===== src/rtl/hazard_pkg.sv =====
// Shared types and constants for the ID-stage hazard/forwarding scoreboard.
package hazard_pkg;

  // Slot rd storage is sized for the widest supported register address;
  // narrower addresses are zero-extended on both sides of every compare.
  localparam int REG_AW_MAX = 16;

  localparam logic [1:0] FWD_RF  = 2'b00;
  localparam logic [1:0] FWD_EX  = 2'b01;
  localparam logic [1:0] FWD_MEM = 2'b10;
  localparam logic [1:0] FWD_WB  = 2'b11;

  typedef struct packed {
    logic                  valid;
    logic [REG_AW_MAX-1:0] rd;
    logic                  rf_en;
    logic                  load;
  } slot_t;

  typedef enum logic {
    IDLE  = 1'b0,
    STALL = 1'b1
  } fsm_e;

  // A slot supplies a value for addr when it holds a real register writer of addr.
  function automatic logic slot_hit(input slot_t s, input logic [REG_AW_MAX-1:0] addr);
    return s.valid & s.rf_en & (s.rd == addr);
  endfunction

endpackage


===== src/rtl/fwd_select.sv =====
// Per-operand forwarding select with youngest-stage priority, plus load-use flag.
module fwd_select
  import hazard_pkg::*;
(
  input  logic [REG_AW_MAX-1:0] src,
  input  logic                  used,
  input  slot_t                 ex,
  input  slot_t                 mem,
  input  slot_t                 wb,
  output logic [1:0]            sel,
  output logic                  lu_hit
);

  // First match in EX, MEM, WB order; unused operands always read the RF.
  always_comb begin
    sel    = FWD_RF;
    lu_hit = 1'b0;
    if (used) begin
      if (slot_hit(ex, src)) begin
        sel    = FWD_EX;
        lu_hit = ex.load;
      end else if (slot_hit(mem, src)) begin
        sel = FWD_MEM;
      end else if (slot_hit(wb, src)) begin
        sel = FWD_WB;
      end
    end
  end

endmodule


===== src/rtl/hazard_scoreboard_unit.sv =====
// ID-stage hazard unit: private EX/MEM/WB writer scoreboard, per-operand
// forwarding, load-use stall FSM, memory-wait freeze and branch flush.
module hazard_scoreboard_unit
  import hazard_pkg::*;
#(
  parameter int REG_AW   = 4,
  parameter int NUM_SRC  = 3,
  parameter int LOAD_LAT = 1,
  parameter int CNT_W    = 16
) (
  input  logic                      clk,
  input  logic                      reset,
  input  logic                      id_valid,
  input  logic [NUM_SRC*REG_AW-1:0] id_src_addr,
  input  logic [NUM_SRC-1:0]        id_src_used,
  input  logic [REG_AW-1:0]         id_dst_addr,
  input  logic                      id_rf_enable,
  input  logic                      id_load_instr,
  input  logic                      mem_wait,
  input  logic                      flush,
  output logic [2*NUM_SRC-1:0]      fwd_sel,
  output logic                      nop,
  output logic                      le_if_id,
  output logic                      le_pc,
  output logic                      stall_busy,
  output logic [CNT_W-1:0]          stall_cycles
);

  // Remaining bubbles after the first one, which is taken in IDLE.
  localparam logic [2:0] LU_CNT   = 3'(LOAD_LAT - 1);
  localparam bit         LU_MULTI = (LOAD_LAT > 1);

  slot_t             ex_q, ex_d, mem_q, mem_d, wb_q, wb_d;
  fsm_e              state_q, state_d;
  logic [2:0]        cnt_q, cnt_d;
  logic [CNT_W-1:0]  stall_cycles_q, stall_cycles_d;
  logic [NUM_SRC-1:0] lu_vec;
  logic              lu, freeze, hold, issue;

  // One forwarding selector per source operand.
  for (genvar gi = 0; gi < NUM_SRC; gi++) begin : g_src
    logic [REG_AW_MAX-1:0] src_ext;
    logic [1:0]            sel;
    assign src_ext = REG_AW_MAX'(id_src_addr[gi*REG_AW +: REG_AW]);
    fwd_select u_fwd (
      .src    (src_ext),
      .used   (id_src_used[gi]),
      .ex     (ex_q),
      .mem    (mem_q),
      .wb     (wb_q),
      .sel    (sel),
      .lu_hit (lu_vec[gi])
    );
    assign fwd_sel[2*gi +: 2] = sel;
  end

  // Pipeline control outputs; flush overrides any stall, freeze forces latches closed.
  always_comb begin
    freeze     = mem_wait & ~reset;
    lu         = |lu_vec;
    hold       = ~flush & ((state_q == STALL) | lu);
    nop        = freeze | ~hold;
    le_pc      = ~freeze & ~hold;
    le_if_id   = le_pc;
    stall_busy = (state_q == STALL);
    issue      = nop & ~flush;
  end

  // Scoreboard shift; ID enters EX only when it actually issues.
  always_comb begin
    ex_d  = ex_q;
    mem_d = mem_q;
    wb_d  = wb_q;
    if (!mem_wait) begin
      wb_d  = mem_q;
      mem_d = ex_q;
      ex_d  = '0;
      if (issue) begin
        ex_d = '{valid: id_valid, rd: REG_AW_MAX'(id_dst_addr),
                 rf_en: id_rf_enable, load: id_load_instr};
      end
    end
  end

  // Load-use stall sequencing; flush clears it even while frozen.
  always_comb begin
    state_d = state_q;
    cnt_d   = cnt_q;
    if (flush) begin
      state_d = IDLE;
      cnt_d   = 3'd0;
    end else if (!mem_wait) begin
      case (state_q)
        IDLE: begin
          if (lu && LU_MULTI) begin
            state_d = STALL;
            cnt_d   = LU_CNT;
          end
        end
        STALL: begin
          cnt_d = cnt_q - 3'd1;
          if (cnt_q == 3'd1) state_d = IDLE;
        end
        default: state_d = IDLE;
      endcase
    end
  end

  // Saturating count of cycles in which the PC did not advance.
  always_comb begin
    stall_cycles_d = stall_cycles_q;
    if (!le_pc && !(&stall_cycles_q)) stall_cycles_d = stall_cycles_q + 1'b1;
  end

  assign stall_cycles = stall_cycles_q;

  // State registers.
  always_ff @(posedge clk or posedge reset) begin
    if (reset) begin
      ex_q           <= '0;
      mem_q          <= '0;
      wb_q           <= '0;
      state_q        <= IDLE;
      cnt_q          <= 3'd0;
      stall_cycles_q <= '0;
    end else begin
      ex_q           <= ex_d;
      mem_q          <= mem_d;
      wb_q           <= wb_d;
      state_q        <= state_d;
      cnt_q          <= cnt_d;
      stall_cycles_q <= stall_cycles_d;
    end
  end

endmodule


===== config.mk =====
export PLATFORM = sky130hd
export DESIGN_NAME = hazard_scoreboard_unit
export DESIGN_NICKNAME = d
export VERILOG_FILES = /design/src/rtl/hazard_pkg.sv /design/src/rtl/fwd_select.sv /design/src/rtl/hazard_scoreboard_unit.sv
export SDC_FILE = /design/constraint.sdc
export NUM_CORES = 1
export LEC_CHECK = 0
export CORE_MARGIN = 2
export CORE_UTILIZATION = 51
export DETAILED_ROUTE_END_ITERATION = 10
export GPL_TIMING_DRIVEN = 0
export HOLD_SLACK_MARGIN = 0.15
export PLACE_DENSITY = 0.78
export SLEW_MARGIN = 10
export SYNTH_ARGS = -nofsm -noshare
export SYNTH_HDL_FRONTEND = slang
export SYNTH_SLANG_ARGS = --single-unit

===== constraint.sdc =====
create_clock -name clk -period 2.6 [get_ports clk]
set_clock_uncertainty 0.05 [all_clocks]
set_input_delay 0.65 -clock clk [delete_from_list [all_inputs] [get_ports clk]]
set_output_delay 0.65 -clock clk [all_outputs]
set_load 0.02 [all_outputs]

==> metrics <==
Die Height 72.2 um; Avg Cell Area, Syn 10.5 um^2; HP Class flip-flop to flip-flop; gr usage total 23.2%; P_int 1.10 mW; Power Density 512 nW/um^2; Worst-path clk slew 0.07 ns; r2r startpoint ex_q[2]$_DFFE_PP0N_; syn_nets 255; synthesized instance count 226; number of I/O port buffers 49; share of cells above drive strength 1 30.1%; RSZ-0062 raised after global routing true; Synth top area share 41.1%; Worst Path Arrival 1.90 ns; Peak Freq 385 MHz; worst rel slew slack 63.2%; CP bufs+invs 3; drt pass-1 iters 4; MaxCap Viol Count 0; final setup fails 0; Area Overhead vs Synth 30.8%; crit share post-route 99.9%; Final Hold Vio Count 0; top_reg_cell synth dfrtp_1; DR vias/cell 5.59; Critical Path Sink Type primary output; hold_sp stall_cycles[10]$_DFFE_PP0P_; CP required 1.90 ns; die width 72.2 um; initial cell density of the core 53.8%; run status finished clean; core footprint 4410 um^2; count of cell types in the netlist 47; Post-synth ARST share 100%; DIE AREA 5220 um^2; share of total power in the clock network 25.9%; largest net degree at the start of global routing 23; crit path launch id_src_addr[11]; CP max stage cell nor3_2; Most common cell on crit path buf_6; IO Count 52; most numerous cell in the Yosys netlist dfrtp_1; Pins Over Slew Limit 0; Post-Syn Area 2370 um^2; synth cell count leaders dfrtp_1, xnor2_1, nand2_1, nand3_1, xor2_1; top post-synthesis cells by area dfrtp_1, xnor2_1, xor2_1, mux2_2, nand3_1; Filler Cell Count 338; Gate power share 26.2%; max incr delay on CP 0.24 ns; antenna violation net count after detailed routing 0; number of diodes 0; nature of the critical path startpoint input port; switching portion of total power 31.0%; root buffer cell clkbuf_8; Psw 493 uW; detailed-route wire length 5430 um; Leakage 1.31 nW; placed wire-length estimate 3950 um; htree depth 2; Avg WL per Cell 15.9 um; clock buffer depth 2; # clock sinks 39; CTS tree yes; Synth Register Bits 39; Slew @ Worst Pin 0.551 ns; register area share after synthesis 41.1%; first-pass GRT wire length 9340 um; antenna violations before repair 0; final cell count without fillers 341; DR iter-0 viols 112; Rows 24; vias post-DR 1906; Net count, final 318; CP Class input port to primary output; placed cells 328; DRC viols 0; Synth area leader dfrtp_1; number of global-route vias before repair 1887; RePlAce Congestion 0.805; grt ovf 0; clock latency on the worst-skew pair 0.29 ns; crit-path max FO 5; Final min period 2.60 ns; CP Cell Sequence buf_4 -> xor2_1 -> nor3_2 -> nand3_2 -> buf_6 -> a31oi_4 -> o21ai_2 -> buf_6; largest delay contributor family on the critical path buffers and inverters; EDFF count, synth 0; Worst VDD drop 0.000463 V; Pwr Total 1.59 mW; sequential share of power 47.9%; synth warn 0; TritonCTS Buffers 5
-- stage by stage --
stage	hold slack (ns)	setup slack, ns	instance area, um^2	TNS [ns]	util, %
5_1_grt	0.468	-0.0592	3110	-0.144	70.4
4_1_cts	0.447	0.00410	3100	0	70.2
2_1_floorplan	0.440	0.00346	2370	0	-
6_report	0.440	0.00380	3110	0	70.4
3_3_place_gp	0.432	-1.26	2930	-6.50	66.4
3_5_place_dp	0.434	-0.942	2960	-6.25	67.0
-- worst paths after layout --
check                                                to  slack [ns]  cells after the start
setup / recovery                                    nop       0.004                      8
hold / removal             stall_cycles[10]$_DFFE_PP0P_        0.44                      1
setup reg to reg            stall_cycles[1]$_DFFE_PP0P_        0.45                      9
hold reg to reg            stall_cycles[10]$_DFFE_PP0P_        0.44                      1
max in group asynchronous   stall_cycles[6]$_DFFE_PP0P_        1.37                      3
min in group asynchronous        stall_busy$_DFFE_PP0P_        0.68                      2
-- sequential cells by signal, summed over array words and instances (netlist names) --
name          cells
mem_q             6
ex_q              7
cnt_q             3
wb_q              6
stall_cycles     16
stall_busy        1
-- cell families after synthesis --
kind of cell | share of synthesized area (%)
muxes | 6.33
AOI/OAI and AO/OA | 8.75
buffers and inverters | 2.69
and+or+nand+nor | 21.8
adders and majority gates | 1.58
DFF | 41.1
xor gates and xnor gates | 17.7
-- cell type report --
type                    count  area (um^2)  area share [%]
plain buffers               5         30.0           0.967
clock buffers               6         82.6            2.66
clock inverters             1         5.00           0.161
inverters                   7         26.3           0.846
multi-input cells         174         1380            44.6
flip-flops and latches     39          982            31.6
well taps                  52         65.1            2.10
repair buffers             57          531            17.1
-- per-layer routing --
metal,GRT usage [%],up-vias,share of wire [%]
li1,-,915,-
met1,32.5,921,46
met2,35.7,56,47
met3,4.44,14,4.9
met4,9.01,0,2.3
met5,0,-,0
-- cells in the final DEF, fill, tap and decap left out, types with 6 or more instances in the layout --
cell type,netlist,layout
dfrtp_1,39,34
xnor2_1,32,31
clkdlybuf4s50_1,0,28
nand3_1,18,18
nand2_1,18,17
xor2_1,16,15
mux2_2,11,11
nor2_1,12,11
buf_2,2,10
buf_6,1,7
buf_4,1,7
inv_1,7,6
a22o_2,6,6
clkbuf_8,0,6
-- power by group through the flow --
| stage | Clock, mW | Combinational [mW] | Sequential (mW) |
|---|---|---|---|
| after global routing | 0.441 | 0.455 | 0.773 |
| after CTS | 0.420 | 0.412 | 0.756 |
| after detailed placement | 0 | 0.403 | 0.768 |
| after global placement | 0 | 0.389 | 0.765 |
| final | 0.412 | 0.417 | 0.761 |
| after floorplan | 0 | 0.216 | 0.780 |
-- timing repair --
| action | in CTS | in global routing |
|---|---|---|
| pin swaps | 12 | 13 |
| gates resized for setup | 83 | 26 |
| setup endpoints to repair | 9 | 9 |
| hold buffers | 0 | 0 |
| setup buffers | 5 | 2 |
-- worst reg2reg max path, cell delays in order (launching register included) --
cell	delay (ns)
dfrtp_2	0.46
buf_12	0.15
xor2_1	0.15
nor2_1	0.15
nand3_2	0.18
nand4b_4	0.16
buf_4	0.18
buf_4	0.16
nand3_2	0.10
mux2_4	0.32
Note: power is estimated with default switching activity, not from simulation.
